**config.mk**
```make
export PLATFORM = sky130hd
export DESIGN_NAME = dcache_controller
export DESIGN_NICKNAME = d
export VERILOG_FILES = /design/src/rtl/dcache_pkg.sv /design/src/rtl/dcache_line_store.sv /design/src/rtl/dcache_controller.sv
export SDC_FILE = /design/constraint.sdc
export NUM_CORES = 1
export LEC_CHECK = 0
export CAP_MARGIN = 40
export CORE_MARGIN = 3
export CORE_UTILIZATION = 60
export CTS_BUF_LIST = sky130_fd_sc_hd__clkbuf_8 sky130_fd_sc_hd__clkbuf_16
export DETAILED_ROUTE_END_ITERATION = 8
export PLACE_DENSITY = 0.89
export SLEW_MARGIN = 10
export SYNTH_ARGS = -nofsm -noshare
export SYNTH_HDL_FRONTEND = slang
export SYNTH_SLANG_ARGS = --single-unit
```
**constraint.sdc**
```tcl
create_clock -name clk -period 10.1 [get_ports clk]
set_input_delay 1.515 -clock clk [delete_from_list [all_inputs] [get_ports clk]]
set_output_delay 1.515 -clock clk [all_outputs]
set_load 0.02 [all_outputs]
```
**src/rtl/dcache_pkg.sv**
```systemverilog
// Shared types and helpers for the direct-mapped write-through data cache.
// Holds the controller state encoding, default sizing and byte-lane packing.
package dcache_pkg;

   typedef enum logic [1:0] {
      S_IDLE,
      S_READ_MISS,
      S_WRITE,
      S_DONE
   } dcache_state_t;

   localparam int DCACHE_LINES       = 16;
   localparam int DCACHE_MEM_LATENCY = 4;

   // lane0 carries the most significant byte
   function automatic logic [31:0] lanes_to_word(input logic [0:3][7:0] l);
      return {l[0], l[1], l[2], l[3]};
   endfunction

   function automatic logic [0:3][7:0] word_to_lanes(input logic [31:0] w);
      return {w[31:24], w[23:16], w[15:8], w[7:0]};
   endfunction

endpackage

```
**src/rtl/dcache_line_store.sv**
```systemverilog
// Valid/tag/data arrays of the data cache with combinational lookup
// and one synchronous write port shared by fills and write-updates.
module dcache_line_store
   import dcache_pkg::*;
#(
   parameter int XLEN  = 32,
   parameter int LINES = DCACHE_LINES,
   parameter int IDX_W = $clog2(LINES),
   parameter int TAG_W = XLEN - IDX_W - 2
) (
   input  logic             clk,
   input  logic             rst_b,
   input  logic [IDX_W-1:0] idx,
   input  logic [TAG_W-1:0] tag,
   input  logic             we,
   input  logic [XLEN-1:0]  wdata,
   output logic             hit,
   output logic [XLEN-1:0]  rdata
);

   logic [LINES-1:0] valid;
   logic [TAG_W-1:0] tags [LINES];
   logic [XLEN-1:0]  data [LINES];

   // valid bits clear on reset so every line misses afterwards
   always_ff @(posedge clk or negedge rst_b) begin
      if (!rst_b)
         valid <= '0;
      else if (we)
         valid[idx] <= 1'b1;
   end

   // tag and data need no reset; they are qualified by valid
   always_ff @(posedge clk) begin
      if (we) begin
         tags[idx] <= tag;
         data[idx] <= wdata;
      end
   end

   // lookup at the current request address
   always_comb begin
      hit   = valid[idx] && (tags[idx] == tag);
      rdata = data[idx];
   end

endmodule

```
**src/rtl/dcache_controller.sv**
```systemverilog
// Direct-mapped write-through no-write-allocate data cache controller.
// Optional DCACHE_STATS_EN adds saturating hit/miss counters.
module dcache_controller
   import dcache_pkg::*;
#(
   parameter int XLEN        = 32,
   parameter int LINES       = DCACHE_LINES,
   parameter int MEM_LATENCY = DCACHE_MEM_LATENCY
) (
   input  logic            clk,
   input  logic            rst_b,
   input  logic            halted,
   input  logic [XLEN-1:0] cpu_addr,
   input  logic            cpu_read,
   input  logic            cpu_write,
   input  logic [XLEN-1:0] cpu_wdata,
   output logic [XLEN-1:0] cpu_rdata,
   output logic            cpu_stall,
   output logic [XLEN-1:0] mem_addr,
   output logic [0:3][7:0] mem_data_in,
   input  logic [0:3][7:0] mem_data_out,
   output logic            mem_write_en
`ifdef DCACHE_STATS_EN
   ,
   output logic [31:0]     hit_count,
   output logic [31:0]     miss_count
`endif
);

   localparam int IDX_W = $clog2(LINES);
   localparam int TAG_W = XLEN - IDX_W - 2;
   localparam int CNT_W = $clog2(MEM_LATENCY + 1);

   dcache_state_t    state, state_n;
   logic [CNT_W-1:0] cnt;
   logic [XLEN-1:0]  word_q;
   logic             last;
   logic             accept;
   logic             st_hit;
   logic [XLEN-1:0]  st_rdata;
   logic             st_we;
   logic [XLEN-1:0]  st_wdata;
   logic             unused_addr_bits;

   assign unused_addr_bits = ^cpu_addr[1:0];
   assign last   = (cnt == CNT_W'(MEM_LATENCY));
   // new requests are refused while halted or held in reset
   assign accept = rst_b && !halted;

   assign mem_addr    = {cpu_addr[XLEN-1:2], 2'b00};
   assign mem_data_in = word_to_lanes(cpu_wdata);

   dcache_line_store #(
      .XLEN  (XLEN),
      .LINES (LINES)
   ) u_store (
      .clk   (clk),
      .rst_b (rst_b),
      .idx   (cpu_addr[IDX_W+1:2]),
      .tag   (cpu_addr[XLEN-1:IDX_W+2]),
      .we    (st_we),
      .wdata (st_wdata),
      .hit   (st_hit),
      .rdata (st_rdata)
   );

   // state, latency counter and latched fill word
   always_ff @(posedge clk or negedge rst_b) begin
      if (!rst_b) begin
         state  <= S_IDLE;
         cnt    <= '0;
         word_q <= '0;
      end else begin
         state <= state_n;
         if (state_n == S_READ_MISS || state_n == S_WRITE)
            cnt <= cnt + 1'b1;
         else
            cnt <= '0;
         if (state == S_READ_MISS && last)
            word_q <= lanes_to_word(mem_data_out);
      end
   end

   // next state, stall, memory strobe and array write control
   always_comb begin
      state_n      = state;
      cpu_stall    = 1'b0;
      cpu_rdata    = '0;
      mem_write_en = 1'b0;
      st_we        = 1'b0;
      st_wdata     = cpu_wdata;
      unique case (state)
         S_IDLE: begin
            if (accept && cpu_write) begin
               cpu_stall = 1'b1;
               state_n   = S_WRITE;
            end else if (accept && cpu_read) begin
               if (st_hit) begin
                  cpu_rdata = st_rdata;
               end else begin
                  cpu_stall = 1'b1;
                  state_n   = S_READ_MISS;
               end
            end
         end
         S_READ_MISS: begin
            cpu_stall = 1'b1;
            if (last) begin
               st_we    = 1'b1;
               st_wdata = lanes_to_word(mem_data_out);
               state_n  = S_DONE;
            end
         end
         S_WRITE: begin
            cpu_stall    = 1'b1;
            mem_write_en = 1'b1;
            if (last) begin
               st_we   = st_hit;
               state_n = S_DONE;
            end
         end
         S_DONE: begin
            cpu_rdata = word_q;
            state_n   = S_IDLE;
         end
         default: state_n = S_IDLE;
      endcase
   end

`ifdef DCACHE_STATS_EN
   logic rd_lookup;
   assign rd_lookup = (state == S_IDLE) && accept && !cpu_write && cpu_read;

   // saturating read hit/miss counters, sampled on the IDLE decision cycle
   always_ff @(posedge clk or negedge rst_b) begin
      if (!rst_b) begin
         hit_count  <= '0;
         miss_count <= '0;
      end else if (rd_lookup) begin
         if (st_hit && hit_count != 32'hFFFF_FFFF)
            hit_count <= hit_count + 32'd1;
         if (!st_hit && miss_count != 32'hFFFF_FFFF)
            miss_count <= miss_count + 32'd1;
      end
   end
`endif

endmodule
```
== Word-level counts from Yosys, hierarchy flattened ==
Memory sizes are Yosys's and may differ from the RTL's.
Index checks and enable logic that the tools add are counted.

* Register bits after elaboration: 53
* Logic and storage cells: 53
* Output and inout bits: 98
* Memories kept: 2
* Input port bits: 101
* Memory bits (writable): 928

* Equality and inequality tests: 7
* Reductions and logical operators: 10
* Multiplexer cells: 26
* Add/subtract/negate cells: 1
* Magnitude comparators: 2
* Bitwise logic cells: 1

{| class="wikitable"
|+ Memory list
! memory !! words !! bits a word !! read ports !! clocked after Yosys merged registers in !! write ports !! line !! text
|-
| u_store.data || 16 || 32 || 1 || 0 || 1 || dcache_line_store.sv:23 || <nowiki>logic [XLEN-1:0] data [LINES];</nowiki>
|-
| u_store.tags || 16 || 26 || 1 || 0 || 1 || dcache_line_store.sv:22 || <nowiki>logic [TAG_W-1:0] tags [LINES];</nowiki>
|}

{| class="wikitable"
|+ Operators by type and width
! cell !! count
|-
| 32-bit 2-to-1 mux || 5
|-
| 32-bit case mux with 2 select lines || 1
|-
| 26-bit == test || 1
|-
| 16-bit OR || 1
|-
| 1-bit 2-to-1 mux || 10
|-
| 2-bit 2-to-1 mux || 4
|-
| 2-bit == test, second input constant || 3
|-
| 1-bit logical AND || 6
|-
| 2-bit case mux with 3 select lines || 1
|-
| 4-bit by 5-bit < comparator with 1-bit output, second input constant || 1
|-
| 1-bit binary-select mux with 4-bit select || 1
|-
| 1-bit demux with 4-bit select || 1
|-
| 2-bit by 1-bit == test with 1-bit output, second input constant || 2
|-
| 4-bit by 1-bit >= comparator with 1-bit output, second input constant || 1
|-
| 1-bit case mux with 2 select lines || 2
|-
| 3-bit by 1-bit adder with 3-bit output, second input constant || 1
|-
| 3-bit == test, second input constant || 1
|-
| 3-bit 2-to-1 mux || 1
|-
| 2-bit zero test || 1
|-
| 2-bit OR reduction || 1
|-
| 1-bit zero test || 1
|-
| 1-bit logical OR || 1
|}

== Longest topological paths before layout ==
Gate-level depths: netlist (run 1).

* Word-level depth: 10
* Mapped depth: 15
* Mapped depth without buffers: 9

== Hierarchy ==
Synthesis (run 1) repeated with hierarchy kept, for this count alone.

* Cell total of the unflattened synthesis: 1867
* Area total of the unflattened synthesis: 38966.1 um^2

{| class="wikitable"
|+ By module, submodules not included
! module !! cells each !! area an instance (um^2) !! seq. area each (um^2) !! times used
|-
| dcache_line_store || 1470 || 36012.0 || 28267.1 || 1
|-
| dcache_controller || 397 || 2954.1 || 925.9 || 1
|}

== Worst setup path after synthesis (run 1) ==
OpenSTA, ideal clock, no wires.

* Path type: in2reg
* Start point: in cpu_addr[3]
* End point: mem u_store.data[14][0], enable pin
* Stages: 11
* Buffers on the path: 3
* Setup time: 0.618 ns
* Arrival: 9.054 ns
* Setup slack: 0.428 ns
* Data required time: 9.482 ns
* Cells stage by stage: buf_6 buf_6 buf_6 mux4_2 a222oi_1 nand2_1 nor3_2 a21oi_1 a2111oi_4 a41oi_2 nor4_1

* Longest elaborated chain between the ends: 7
* Elaborated cells between the ends (all ways): 9
* Those cells by class: eq/ne: 1; mux: 6; reduce/logical: 1; memory: 1

{| class="wikitable"
|+ RTL lines
! element !! line !! text
|-
| start: declaration || dcache_controller.sv:13 || <nowiki>input logic [XLEN-1:0] cpu_addr,</nowiki>
|-
| memory read 16 x 26 bit or 1-bit binary-select mux with 4-bit select (tied branches) || -- ||
|-
| 26-bit == test or 1-bit 2-to-1 mux (tied branches) || dcache_line_store.sv:43 || <nowiki>hit = valid[idx] && (tags[idx] == tag);</nowiki>
|-
| 1-bit logical AND || dcache_line_store.sv:43 ||
|-
| 1-bit 2-to-1 mux || dcache_controller.sv:117 || <nowiki>if (last) begin</nowiki>
|-
| 1-bit case mux with 2 select lines || dcache_controller.sv:92 || <nowiki>unique case (state)</nowiki>
|-
| 1-bit 2-to-1 mux || dcache_line_store.sv:35 || <nowiki>if (we) begin</nowiki>
|-
| 1-bit 2-to-1 mux (not written as such) || dcache_line_store.sv:37 || <nowiki>data[idx] <= wdata;</nowiki>
|-
| end: declaration || dcache_line_store.sv:23 ||
|}

Parallel ways exist; a longest one is shown, timed or not. The select of a mux whose other input is x is not followed.

== Final worst setup path (run 1) ==
* Start point: in cpu_addr[2]
* End point: out cpu_rdata[31]

* Longest elaborated chain between the ends: 7
* Elaborated cells between the ends (all ways): 10
* Those cells by class: eq/ne: 1; mux: 6; reduce/logical: 1; memory: 2

{| class="wikitable"
|+ RTL lines
! element !! line !! text
|-
| memory read 16 x 26 bit or 1-bit binary-select mux with 4-bit select (tied branches) || -- ||
|-
| 26-bit == test or 1-bit 2-to-1 mux (tied branches) || dcache_line_store.sv:43 ||
|-
| 1-bit logical AND || dcache_line_store.sv:43 ||
|-
| 32-bit 2-to-1 mux * || dcache_controller.sv:98 || <nowiki>if (st_hit) begin</nowiki>
|-
| 32-bit 2-to-1 mux * || dcache_controller.sv:97 || <nowiki>end else if (accept && cpu_read) begin</nowiki>
|-
| 32-bit 2-to-1 mux * || dcache_controller.sv:94 || <nowiki>if (accept && cpu_write) begin</nowiki>
|-
| 32-bit case mux with 2 select lines * || dcache_controller.sv:92 ||
|-
| end: declaration || dcache_controller.sv:17 || <nowiki>output logic [XLEN-1:0] cpu_rdata,</nowiki>
|}

Mark *: on every way between the ends. The rest lies on a longest branch, timed or not. The select of a mux whose other input is x is not followed.

==> impl_metrics.ini, run 1 <==
[final_layout]
drive_gt1_share_pct = 20.8
multi_input_area_um2 = 9250
layoutNonFillerInstCount = 3112
nNetsFinal = 2288
regArea_um2 = 29200
area_growth_pct = 14.2
fillCellCount = 3513

[critical_path]
worstSetupPathType = in2out
r2r_end = u_store.data[5][26]
cp-end-kind = output port
path_cells = buf_8, buf_4, nand2_1, a211oi_1, nor4_1, o41ai_1, nand4_1, nor3_1, nand4_1, buf_4, nand2b_1, a21oi_1, clkdlybuf4s50_1
slowest_delay_ps = 810
cp_top_family = buffers and inverters
critPathBufInv = 4
cp.required_ps = 8590
crit_slowest_cell = buf_4
start_kind = input pin
reg2reg_depth = 11
rrSetupSlack_ps = 4640
worstPathMaxFanout = 62
arrival_ps = 7180
reg2reg_from = u_store.tags[0][11]

[sta]
grt_setup_unrepaired = false
report.final.slew_viol_count = 0
setup_viol = 0
fmax_mhz = 115
worstMarginPinSlew_ps = 984
min_period_ps = 8690
worst_slew_margin_rel_pct = 34.2
hold_viol = 0
clock-skew-final_ps = 32.6
tns_ps = 0
fin_crit_sh_pct = 86.0

[detailed_routing]
routedWlPerCell_um = 35.3
dr.first_iter.drc_count = 3818
drc = 0
ant_nets = 0
totalWireLength_um = 110000
dr.pass1.iters = 9
vias = 22600
vias_per_cell = 7.25

[clock_network]
path_clk_slew_ps = 70
clkSinkCount = 981
cts_setup_buffers = 0
hold_buffers = 0
insertion_delay_ps = 670
root_buffer = clkbuf_16
cts_resized = 0
numCtsBuffers = 92
cts_max_level = 3
max-clock-path-buffers = 3
cts_tree = built

[synth]
synthTopCellsByArea = edfxtp_1 71%, mux4_2 14%, dfrtp_1 3.4%, nand2_1 2.1%, mux2i_1 1.6%
netlist.area_leader.share_pct = 70.6
yosys_warnings = 0
netlist_area_um2 = 39400
synth_most_common_cell = edfxtp_1
synthDistinctLibCells = 68
synth_common_cells = 928 x edfxtp_1, 239 x mux4_2, 217 x nand2_1
async_flop_share_pct = 5.40
syn_inst = 2009
synth_edf_count = 928
synth_top_area_cell = edfxtp_1
ys_ff_latch = 981
yosysSeqAreaShare_pct = 74.0
syn_avg_cell_area_um2 = 19.6
synth_ff_type = edfxtp_1

[power_and_ir_drop]
p_seq_share_pct = 51.2
power_leakage_nw = 14.8
power.internal_mw = 6.77
swShare_pct = 24.2
comb_power_share_pct = 9.8
clock_power_share_pct = 39.0
power.switching_mw = 2.16
p_per_area_nw_per_um2 = 198
peakVddDrop_uv = 188

[floorplan]
pin_count = 199
core_um2 = 64700
start_util_pct = 61.0
die_w_um = 262
rows = 93
die-area_um2 = 68900
die_height_um = 262

[global_routing]
grt_use_total_pct = 31.3
grt_overflow = 0
grt_pass1_wl_um = 157000
antenna_found_initial = 5
first_global_vias = 23200
grt_max_degree = 65

[worst_hold_path]
worstHoldPathType = reg2reg
min_from = u_store.valid[15]
whs_endpoint = u_store.valid[15]
worstHoldPathCells = 1

[place]
gp_congestion = 0.855
place_inst = 2937
portBuffers = 194
dp_hpwl_um = 54100

[outcome]
status = finished, final reports clean

[run]
drv_cap = 0
[worst register-to-register path: cells and delay by family (launching register included)]
family | cells | cell delay, ps
buffers and inverters | 2 | 850
AO/OA/AOI/OAI | 5 | 1710
AND/OR/NAND/NOR | 4 | 2150
flip-flops | 1 | 370
[placed cells by master, fill, tap and decap left out, drive strengths merged, types with 4 or more instances in the layout]
cell	Yosys	final
clkbuf	54	101
a31oi	4	4
clkinv	0	35
mux4	242	242
nor4	7	7
o21ai	7	7
o22ai	8	8
dfrtp	53	53
a22oi	20	20
nand4	4	4
nor2b	12	12
edfxtp	928	928
clkdlybuf4s50	0	189
a211oi	4	4
nor3	9	9
ha	7	7
a31o	16	16
mux2i	62	62
a22o	8	8
xnor2	26	26
nor2	18	18
nand3	18	18
mux2	7	7
buf	115	56
nand2b	38	38
and3	15	15
bufinv	0	7
nand2	217	217
inv	15	39
a21oi	45	45
xor2	9	9
[stage by stage]
step / hold WS [ps] / power, mW / setup slack [ps] / utilization, % / instance area [µm²]
3_3_place_gp: 443 / 5.38 / 2210 / 64.6 / 41800
5_1_grt: 484 / 9.10 / 1440 / 69.6 / 45100
2_1_floorplan: 432 / 5.11 / 428 / - / 39500
4_1_cts: 467 / 8.87 / 1690 / 69.5 / 45000
6_report: 483 / 8.92 / 1410 / 69.6 / 45100
3_5_place_dp: 455 / 5.44 / 2060 / 64.9 / 42000
[area by class of cell]
| class | count | area share, % |
|---|---|---|
| clock buffer | 101 | 5.48 |
| timing repair buffer | 245 | 5.56 |
| multi-input combinational | 845 | 20.5 |
| sequential | 981 | 64.8 |
| clock inverter | 68 | 1.14 |
| tap | 855 | 2.37 |
| antenna | 2 | 0.0111 |
| inverter | 15 | 0.125 |
[per-layer routing]
metal,vias up,wire [µm],track usage (%)
met3,659,13800,7.90
met1,11100,34700,39.1
met4,2,7990,18.5
met2,2446,53300,50.4
met5,-,13,0
li1,8368,-,-
[registers in the layout (all words and copies together), names as in the netlist]
| name | count |
|---|---|
| u_store.tags | 416 |
| cnt | 3 |
| word_q | 32 |
| u_store.data | 512 |
| u_store.valid | 16 |
| state | 2 |
[cell families after synthesis]
| group | synth area share, % |
|---|---|
| simple gates | 3.98 |
| xor+xnor | 0.777 |
| flops | 74.0 |
| other cells | 0.00951 |
| compound gates | 2.60 |
| mux | 15.6 |
| fa+ha+maj | 0.222 |
| buf+inv | 2.79 |
[worst max path at each step]
stage,start,end,slack [ps],depth (start not counted)
after detailed placement,cpu_addr[2],cpu_rdata[31],2060,13
after CTS,cpu_addr[2],cpu_rdata[31],1690,13
after global routing,cpu_addr[2],cpu_rdata[6],1440,13
final,cpu_addr[2],cpu_rdata[31],1410,13
after floorplan,cpu_addr[3],u_store.data[14][0],430,11
after global placement,cpu_addr[2],cpu_rdata[31],2210,13
[power by group through the flow]
stage	Clock, mW	Sequential, mW	Combinational [mW]
2_1_floorplan	0	4.62	0.486
3_3_place_gp	0	4.63	0.752
3_5_place_dp	0	4.64	0.803
4_1_cts	3.47	4.56	0.842
5_1_grt	3.62	4.56	0.913
6_report	3.48	4.56	0.878
Power figures use the tool's default switching activity.
==> run 2, diff against run 1 <==
--- a/config.mk
+++ b/config.mk
@@ -5,7 +5,6 @@
 export SDC_FILE = /design/constraint.sdc
 export NUM_CORES = 1
 export LEC_CHECK = 0
-export CAP_MARGIN = 40
 export CORE_MARGIN = 3
 export CORE_UTILIZATION = 60
 export CTS_BUF_LIST = sky130_fd_sc_hd__clkbuf_8 sky130_fd_sc_hd__clkbuf_16
==> impl_metrics.ini, run 2 (synthesis gave the netlist of run 1 again) <==
[detailed_routing]
vias = 22500
totalWireLength_um = 109000
drc = 0
routedWlPerCell_um = 35.0
ant_nets = 0
vias_per_cell = 7.24
dr.pass1.iters = 6
dr.first_iter.drc_count = 4030

[critical_path]
cp.required_ps = 8590
worstSetupPathType = in2out
cp-end-kind = output port
rrSetupSlack_ps = 4780
arrival_ps = 7110
startpoint = cpu_addr[5]
start_kind = input pin
crit_slowest_cell = clkdlybuf4s50_1
reg2reg_from = u_store.tags[9][6]
slowest_delay_ps = 760
crit_top_cell = buf_4
worstPathMaxFanout = 88
path_cells = buf_6, buf_4, nor2b_1, a2111oi_0, o41ai_1, nor4bb_1, o21ai_1, a2111oi_4, nand4_1, buf_4, nand2b_1, a21oi_1, clkdlybuf4s50_1

[floorplan]
pin_count = 199
start_util_pct = 61.0
rows = 93
core_um2 = 64700
die_height_um = 262
die-area_um2 = 68900
die_w_um = 262

[place]
portBuffers = 194
dp_hpwl_um = 53000
place_inst = 2929
placed_cell_area_um2 = 41800
gp_congestion = 0.855

[global_routing]
antenna_found_initial = 1
grt_pass1_wl_um = 160000
grt_use_total_pct = 31.7
grt_overflow = 0
first_global_vias = 23400
grt_max_degree = 89

[final_layout]
drive_gt1_share_pct = 20.6
regMostFlops = u_store.data
final_area_um2 = 44900
layout_common_cells = 928 x edfxtp_1, 239 x mux4_2, 217 x nand2_1, 189 x clkdlybuf4s50_1, 95 x clkbuf_16
largest_reg_flops = 512
nNetsFinal = 2278
layout_commonest_cell = edfxtp_1
top_regs = u_store.data: 512 flops, u_store.tags: 416 flops, word_q: 32 flops
layoutNonFillerInstCount = 3103
area_growth_pct = 13.8
final_core_util_pct = 69.4

[outcome]
status = finished, final reports clean

[clock_network]
path_clk_slew_ps = 70
max-clock-path-buffers = 3
insertion_delay_ps = 670
cts_setup_buffers = 0
cts_resized = 0
numCtsBuffers = 94
root_buffer = clkbuf_16
clkSinkCount = 981
cts_max_level = 3
cts_tree = built
hold_buffers = 0

[worst_hold_path]
min_from = u_store.valid[10]
worstHoldPathType = reg2reg

[sta]
tns_ps = 0
clock-skew-final_ps = 44.5
report.final.slew_viol_count = 0
grt_setup_unrepaired = false
worstMarginPinSlew_ps = 1220
fmax_mhz = 116
fin_crit_sh_pct = 85.4
hold_viol = 0
worst_slew_margin_rel_pct = 18.4
min_period_ps = 8620
setup_viol = 0

[power_and_ir_drop]
power_leakage_nw = 14.8
p_per_area_nw_per_um2 = 200
peakVddDrop_uv = 163

[run]
drv_cap = 0
[run 2: changes by cell type in the layout (fill, tap and decap cells not counted), sizes merged]
cell / previous run / this run
diode: 2 / 1
clkinv: 35 / 27
inv: 39 / 44
buf: 56 / 44
clkinvlp: 2 / 3
bufinv: 7 / 6
clkbuf: 101 / 108
[run 2: worst max-delay path: cells and delay by family]
family / cells / cell delay (ps)
AOI/OAI and AO/OA: 5 / 1870
buffers and inverters: 4 / 2470
and+or+nand+nor: 4 / 1000
[run 2: worst paths after layout]
| path | to | cells after the start |
|---|---|---|
| max | cpu_rdata[31] | 13 |
| min | u_store.valid[10] | 1 |
| max reg2reg | u_store.data[7][24] | 10 |
| min reg2reg | u_store.valid[10] | 1 |
| max in group asynchronous | u_store.valid[13] | 2 |
| min in group asynchronous | word_q[7] | 1 |
[run 2: stage by stage]
stage | total power [mW] | worst slack (ps) | hold slack (ps)
2_1_floorplan | 5.11 | 428 | 432
3_5_place_dp | 5.44 | 1970 | 455
3_3_place_gp | 5.38 | 2210 | 443
5_1_grt | 9.15 | 1370 | 494
4_1_cts | 8.93 | 1900 | 468
6_report | 8.96 | 1480 | 469
[run 2: per-layer routing]
metal	vias to the layer above	wire (µm)	share of wire, %	global-route usage (%)
met5	-	0	0	0
met1	11200	34300	32	39.5
met4	0	7430	6.8	17.7
met3	588	13300	12	7.98
met2	2309	53500	49	51.6
li1	8344	-	-	-
[run 2: area by class of cell]
class                           count  area (µm²)
Clock inverter                     65         512
Multi-Input combinational cell    845        9250
Inverter                           15        56.3
Fill cell                        3510       19800
Clock buffer                      108        2560
Timing Repair Buffer              233        2240
Sequential cell                   981       29200
Antenna cell                        1        2.50
Tap cell                          855        1070
[run 2: power by group]
part           switching [mW]  internal, mW  total (mW)
clock                    1.56          1.97        3.52
sequential             0.0536          4.51        4.57
combinational           0.558         0.312       0.870
